### src/rtl/word_frame_if.sv
// Word stream handshake between a payload source, the framer and the serializer path.
interface word_frame_if;
  logic [15:0] DIN;
  logic        DIPUSH;
  logic        DIFULL;
  logic [15:0] DOUT;
  logic        DOPUSH;
  logic        DOPULL;

  modport slave  (input DIN, DIPUSH, DOPULL, output DIFULL, DOUT, DOPUSH);
  modport master (output DIN, DIPUSH, DOPULL, input DIFULL, DOUT, DOPUSH);
endinterface

### src/rtl/word_frame.sv
// Transmit framer: sync-word training run, then header + FRAME_LEN payload words from a small FIFO.
// Define WORD_FRAME_CRC_EN to append a CRC-16-CCITT trailer word to every frame.
module word_frame #(
  parameter logic [15:0] SYNC_WORD = 16'h0FF0,
  parameter logic [7:0]  HDR_TAG   = 8'hA5,
  parameter int          TRAIN_LEN = 64,
  parameter int          FRAME_LEN = 256,
  parameter int          FIFO_AW   = 2
) (
  input  logic        CLK,
  input  logic        RSTX,
  input  logic        INIT,
  word_frame_if.slave bus,
  output logic        TRAINING,
  output logic [31:0] FRAME_CNT
);
  localparam int DEPTH = 2 ** FIFO_AW;
  localparam int TW    = $clog2(TRAIN_LEN + 1);
  localparam int WW    = $clog2(FRAME_LEN + 1);
  localparam logic [TW-1:0]      TRAIN_LAST = TW'(TRAIN_LEN - 1);
  localparam logic [WW-1:0]      WORD_LAST  = WW'(FRAME_LEN - 1);
  localparam logic [FIFO_AW:0]   FULL_FILL  = (FIFO_AW + 1)'(DEPTH);

`ifdef WORD_FRAME_CRC_EN
  typedef enum logic [1:0] {TRAIN, HDR, DATA, CRC} state_t;
`else
  typedef enum logic [1:0] {TRAIN, HDR, DATA} state_t;
`endif

  state_t             state;
  logic [TW-1:0]      train_cnt;
  logic [WW-1:0]      word_cnt;
  logic [7:0]         seq;
  logic [15:0]        dout;
  logic               dopush;
  logic               training;
  logic [31:0]        frame_cnt;
  logic [15:0]        mem [DEPTH];
  logic [FIFO_AW:0]   wr_ptr, rd_ptr;
  logic [FIFO_AW:0]   fill;
  logic               empty, full, push, load, pop;
  logic [15:0]        head_word;

`ifdef WORD_FRAME_CRC_EN
  logic [15:0] crc;

  function automatic logic [15:0] crc_step(input logic [15:0] c, input logic [15:0] d);
    logic [15:0] r;
    logic        fb;
    r = c;
    for (int i = 15; i >= 0; i--) begin
      fb = r[15] ^ d[i];
      r  = {r[14:0], 1'b0} ^ (fb ? 16'h1021 : 16'h0000);
    end
    return r;
  endfunction
`endif

  assign fill      = wr_ptr - rd_ptr;
  assign empty     = (wr_ptr == rd_ptr);
  assign full      = (fill == FULL_FILL);
  assign push      = bus.DIPUSH & ~full;
  // Output register accepts a new word when empty or being drained this cycle.
  assign load      = ~dopush | bus.DOPULL;
  assign pop       = ~INIT & load & (state == DATA) & ~empty;
  assign head_word = mem[rd_ptr[FIFO_AW-1:0]];

  assign bus.DIFULL = full;
  assign bus.DOUT   = dout;
  assign bus.DOPUSH = dopush;
  assign TRAINING   = training;
  assign FRAME_CNT  = frame_cnt;

  always_ff @(posedge CLK) begin
    if (push) mem[wr_ptr[FIFO_AW-1:0]] <= bus.DIN;
  end

  always_ff @(posedge CLK or negedge RSTX) begin
    if (!RSTX) begin
      wr_ptr <= '0;
      rd_ptr <= '0;
    end else begin
      if (push) wr_ptr <= wr_ptr + 1'b1;
      if (pop)  rd_ptr <= rd_ptr + 1'b1;
    end
  end

  always_ff @(posedge CLK or negedge RSTX) begin
    if (!RSTX) begin
      state     <= TRAIN;
      train_cnt <= '0;
      word_cnt  <= '0;
      seq       <= '0;
      dout      <= '0;
      dopush    <= 1'b0;
      training  <= 1'b1;
      frame_cnt <= '0;
`ifdef WORD_FRAME_CRC_EN
      crc       <= 16'hFFFF;
`endif
    end else if (INIT) begin
      // FIFO contents and the frame counter survive a restart.
      state     <= TRAIN;
      train_cnt <= '0;
      word_cnt  <= '0;
      seq       <= '0;
      dopush    <= 1'b0;
      training  <= 1'b1;
    end else if (load) begin
      case (state)
        TRAIN: begin
          dout     <= SYNC_WORD;
          dopush   <= 1'b1;
          training <= 1'b1;
          if (train_cnt == TRAIN_LAST) begin
            train_cnt <= '0;
            state     <= HDR;
          end else begin
            train_cnt <= train_cnt + 1'b1;
          end
        end
        HDR: begin
          dout     <= {HDR_TAG, seq};
          dopush   <= 1'b1;
          training <= 1'b0;
          seq      <= seq + 1'b1;
          word_cnt <= '0;
          state    <= DATA;
`ifdef WORD_FRAME_CRC_EN
          crc      <= 16'hFFFF;
`endif
        end
        DATA: begin
          if (!empty) begin
            dout   <= head_word;
            dopush <= 1'b1;
`ifdef WORD_FRAME_CRC_EN
            crc    <= crc_step(crc, head_word);
`endif
            if (word_cnt == WORD_LAST) begin
              word_cnt <= '0;
`ifdef WORD_FRAME_CRC_EN
              state    <= CRC;
`else
              frame_cnt <= frame_cnt + 1'b1;
              state     <= HDR;
`endif
            end else begin
              word_cnt <= word_cnt + 1'b1;
            end
          end else begin
            // Underrun stalls the frame rather than inserting filler.
            dopush <= 1'b0;
          end
        end
`ifdef WORD_FRAME_CRC_EN
        CRC: begin
          dout      <= crc;
          dopush    <= 1'b1;
          frame_cnt <= frame_cnt + 1'b1;
          state     <= HDR;
        end
`endif
        default: state <= TRAIN;
      endcase
    end
  end
endmodule

### src/flat_wrapper.sv
// flat-port wrapper written by rule: the top's interface ports become plain ports
module word_frame_flat 
#(
  parameter logic [15:0] SYNC_WORD = 16'h0FF0,
  parameter logic [7:0]  HDR_TAG   = 8'hA5,
  parameter int          TRAIN_LEN = 64,
  parameter int          FRAME_LEN = 256,
  parameter int          FIFO_AW   = 2
)
  (CLK, RSTX, INIT, TRAINING, FRAME_CNT, bus_DIN, bus_DIPUSH, bus_DOPULL, bus_DIFULL, bus_DOUT, bus_DOPUSH);
  word_frame_if bus_i ();
  input  logic CLK;
  input  logic RSTX;
  input  logic INIT;
  output logic TRAINING;
  output logic [31:0] FRAME_CNT;
  input wire logic [$bits(bus_i.DIN)-1:0] bus_DIN;
  input wire logic [$bits(bus_i.DIPUSH)-1:0] bus_DIPUSH;
  input wire logic [$bits(bus_i.DOPULL)-1:0] bus_DOPULL;
  output wire logic [$bits(bus_i.DIFULL)-1:0] bus_DIFULL;
  output wire logic [$bits(bus_i.DOUT)-1:0] bus_DOUT;
  output wire logic [$bits(bus_i.DOPUSH)-1:0] bus_DOPUSH;
  assign bus_i.DIN = bus_DIN;
  assign bus_i.DIPUSH = bus_DIPUSH;
  assign bus_i.DOPULL = bus_DOPULL;
  assign bus_DIFULL = bus_i.DIFULL;
  assign bus_DOUT = bus_i.DOUT;
  assign bus_DOPUSH = bus_i.DOPUSH;
  word_frame #(.SYNC_WORD(SYNC_WORD), .HDR_TAG(HDR_TAG), .TRAIN_LEN(TRAIN_LEN), .FRAME_LEN(FRAME_LEN), .FIFO_AW(FIFO_AW)) u_core (.CLK(CLK), .RSTX(RSTX), .INIT(INIT), .bus(bus_i), .TRAINING(TRAINING), .FRAME_CNT(FRAME_CNT));
endmodule
### config.mk
export PLATFORM = sky130hd
export DESIGN_NAME = word_frame_flat
export DESIGN_NICKNAME = d
export VERILOG_FILES = /design/src/rtl/word_frame_if.sv /design/src/rtl/word_frame.sv /design/src/flat_wrapper.sv
export SDC_FILE = /design/constraint.sdc
export NUM_CORES = 1
export LEC_CHECK = 0
export CAP_MARGIN = 10
export CORE_ASPECT_RATIO = 0.6
export CORE_MARGIN = 3
export CORE_UTILIZATION = 30
export CTS_CLUSTER_SIZE = 20
export DETAILED_ROUTE_END_ITERATION = 10
export GPL_ROUTABILITY_DRIVEN = 0
export PLACE_DENSITY = 0.47
export SLEW_MARGIN = 25
export SYNTH_ARGS = -nofsm -noshare
export SYNTH_HDL_FRONTEND = slang
export SYNTH_SLANG_ARGS = --single-unit
export TNS_END_PERCENT = 30
### constraint.sdc
create_clock -name CLK -period 4.37 [get_ports CLK]
set_input_delay 0.437 -clock CLK [delete_from_list [all_inputs] [get_ports CLK]]
set_output_delay 0.437 -clock CLK [all_outputs]
set_load 0.1 [all_outputs]
==> key figures <==
Run status
  • Status: complete, no violations

Floorplanning
  • Starting Density: 0.3132
  • Core Region: 20,520 um2
  • FP Rows: 40
  • # IOs: 72
  • Die Y: 119.4 um
  • Die W: 195.0 um
  • Die ar.: 23,270 um2

Global routing
  • GRT Util Overall: 0.1380
  • First-pass GRT wire length: 24.67 mm
  • Antenna violations before repair: 0
  • GRT overflow: 0
  • Largest net degree at the start of global routing: 57
  • Vias in the first global route: 4,158

Synth
  • Syn Inst Count: 500
  • Top_reg_cell synth: dfrtp_1
  • Count of unique library cells instantiated by Yosys: 54
  • Yosys warning count: 0
  • Count of state elements after synthesis: 146
  • Synth Cell Area: 6427 um2
  • FFs w/ async S/R, synth: 0.5616
  • Avg Inst Size Synth: 12.85 um2
  • Mapped Nets: 536
  • EDFF count, synth: 64
  • Post-synthesis sequential area ratio: 0.6185

Power and ir drop
  • Worst VDD drop: 0.0002455 V
  • Switching power: 995.1 uW
  • Seq pwr share: 0.467
  • Pwr dens: 442.5 nW/um2
  • Logic pwr share: 0.148
  • Pleak: 3.091 nW
  • Clock Power Share: 0.385
  • Internal: 2.537 mW
  • Sw frac: 0.2818

Detailed routing
  • Drc violations: 0
  • Routed Antenna Nets: 0
  • Post-DR wirelength/cell: 17.75 um
  • Routed vias/inst: 4.769
  • WL final: 15.36 mm
  • Total iterations of the first detailed-routing run: 4
  • Initial drt markers: 263
  • Total number of vias: 4,125

Setup path
  • Arrival time at the worst endpoint: 3.19 ns
  • Kind of critical path: flop to flop
  • WP data required: 4.65 ns
  • Crit. End Element: flop
  • Worst setup SP type: flop
  • Crit-path max FO: 26

STA
  • Setup TNS: 0 ns
  • # setup viols final: 0
  • Clock Skew: 0.01257 ns
  • Slew Viols, Final: 0
  • Post-route clock period utilization: 0.6674
  • Fmax: 342.8 MHz
  • Tmin final: 2.917 ns
  • Worst slew pin tran: 1.009 ns
  • RSZ-0062 raised after global routing: false
  • Final Hold Fails: 0
  • Slew margin rel.: 0.3271

Clock tree
  • Clock sinks: 146
  • H-tree levels: 4
  • Hold Buf Count CTS: 0
  • Post_cts resized: 0
  • Clock Tree Root: clkbuf_16
  • CTS max path bufs: 2
  • Postcts setup bufs: 0
  • Clock latency on the worst-skew pair: 0.43 ns
  • CTS tree: built
  • Clock slew at reported path FFs: 0.06 ns
  • CTS buffer count: 17

Layout
  • Most frequent cells in the layout: 81 x dfrtp_1, 69 x clkdlybuf4s50_1, 64 x edfxtp_1
  • Fraction of layout cells with a size suffix above 1: 0.1115
  • Final #Nets: 615
  • N_diodes: 0
  • Area of the multi-input gates: 2331 um2
  • Finished Core Util: 0.3890
  • # fillers: 1,990
  • Register Area: 3975 um2
  • Commonest non-fill, non-tap cell in the layout: dfrtp_1
  • Area Overhead vs Synth: 24.18%

Placed design
  • DP HPWL: 10.74 mm
  • PortBufs: 71

Job
  • # Max-Cap Violations: 0

Worst hold path
  • Hold crit path type: primary input to async pin
## through the flow
step	total power, mW	setup slack (ns)	hold slack (ns)	std cells	instance area (um2)
floorplan	2.019	1.624	0.1414	500	6427
global placement	2.197	1.546	0.4576	833	7433
detailed placement	2.207	1.469	0.4625	833	7433
CTS	3.576	1.451	0.1089	865	7975
global route	3.689	1.147	0.1500	865	7981
finish	3.532	1.453	0.08060	865	7981
## cell families after synthesis
family,count (synthesis),share of synthesized area
and+or+nand+nor,176,0.1421
DFF,146,0.6185
AOI/OAI and AO/OA,71,0.06853
xor gates and xnor gates,45,0.06249
buffers and inverters,29,0.01986
muxes,18,0.05937
adders and majority gates,15,0.02920
## per-layer routing
metal | vias to the layer above | track usage | share of wire
li1 | 2000 | - | -
met3 | 15 | 0.03110 | 0.025
met5 | - | 0 | 0
met2 | 45 | 0.1754 | 0.40
met1 | 2065 | 0.2246 | 0.56
met4 | 0 | 0.04539 | 0.013
## worst paths after layout
check | from | end | slack, ns | cells past startpoint
min in group CLK | u_core.FRAME_CNT[31] | u_core.FRAME_CNT[31] | 0.48 | 1
max in group asynchronous | RSTX | u_core.FRAME_CNT[18] | 3.37 | 2
setup reg to reg | u_core.rd_ptr[1] | u_core.bus.DOUT[8] | 1.45 | 8
setup / recovery | u_core.rd_ptr[1] | u_core.bus.DOUT[8] | 1.45 | 8
hold / removal | RSTX | u_core.bus.DOUT[9] | 0.08 | 1
hold reg to reg | u_core.FRAME_CNT[31] | u_core.FRAME_CNT[31] | 0.48 | 1
## cell type report
| type | instances | area share |
|---|---|---|
| Multi-Input combinational cell | 325 | 0.2921 |
| Clock inverter | 15 | 0.01458 |
| Inverter | 13 | 0.006114 |
| Timing Repair Buffer | 76 | 0.09312 |
| Tap cell | 273 | 0.04280 |
| Clock buffer | 17 | 0.05330 |
| Sequential cell | 146 | 0.4980 |
## cell usage after synthesis, drive strengths merged, types with 2 or more instances
cell type / n / area (um2)
nor4: 5 / 46.29
nand3: 28 / 140.1
nor4b: 2 / 17.52
clkbuf: 10 / 37.54
inv: 13 / 48.80
and2: 7 / 43.80
buf: 6 / 41.28
edfxtp: 64 / 1922
o21ai: 31 / 155.2
o31ai: 2 / 15.01
nor2b: 2 / 12.51
nand2: 50 / 187.7
nor2: 33 / 123.9
ha: 15 / 187.7
nand4: 14 / 108.9
a311oi: 2 / 35.04
nor3b: 2 / 15.01
or4: 2 / 15.01
dfrtp: 81 / 2027
xnor2: 30 / 270.3
a221oi: 4 / 35.03
o22ai: 2 / 12.51
nand2b: 3 / 18.77
nor3: 11 / 65.06
a22oi: 4 / 30.03
or3: 2 / 12.51
a21oi: 18 / 90.09
and3: 10 / 63.81
xor2: 15 / 131.4
mux4: 16 / 360.4
and4: 3 / 26.28
## sequential cells by signal (all words and copies together) (netlist names)
| register | flops |
|---|---|
| u_core.state | 2 |
| u_core.TRAINING | 1 |
| u_core.seq | 8 |
| u_core.train_cnt | 7 |
| u_core.FRAME_CNT | 32 |
| u_core.rd_ptr | 3 |
| u_core.bus.DOUT | 16 |
| u_core.word_cnt | 9 |
| u_core.mem | 64 |
| u_core.wr_ptr | 3 |
| u_core.bus.DOPUSH | 1 |
## power groups by stage
stage | registers [mW] | clock network [mW] | logic, mW
final | 1.65 | 1.36 | 0.523
after global placement | 1.67 | 0 | 0.526
after CTS | 1.65 | 1.39 | 0.534
after detailed placement | 1.68 | 0 | 0.532
after global routing | 1.66 | 1.46 | 0.569
after floorplan | 1.74 | 0 | 0.281
## critical path, stage by stage, from the launching register on
cell     delay, ns
dfrtp_1       0.32
buf_4         0.29
inv_1         0.09
ha_1          0.40
and3_1        0.25
a21oi_1       0.44
nand2_1       0.63
nand2_1       0.24
o21ai_0       0.10
Note: power is estimated with default switching activity, not from simulation.
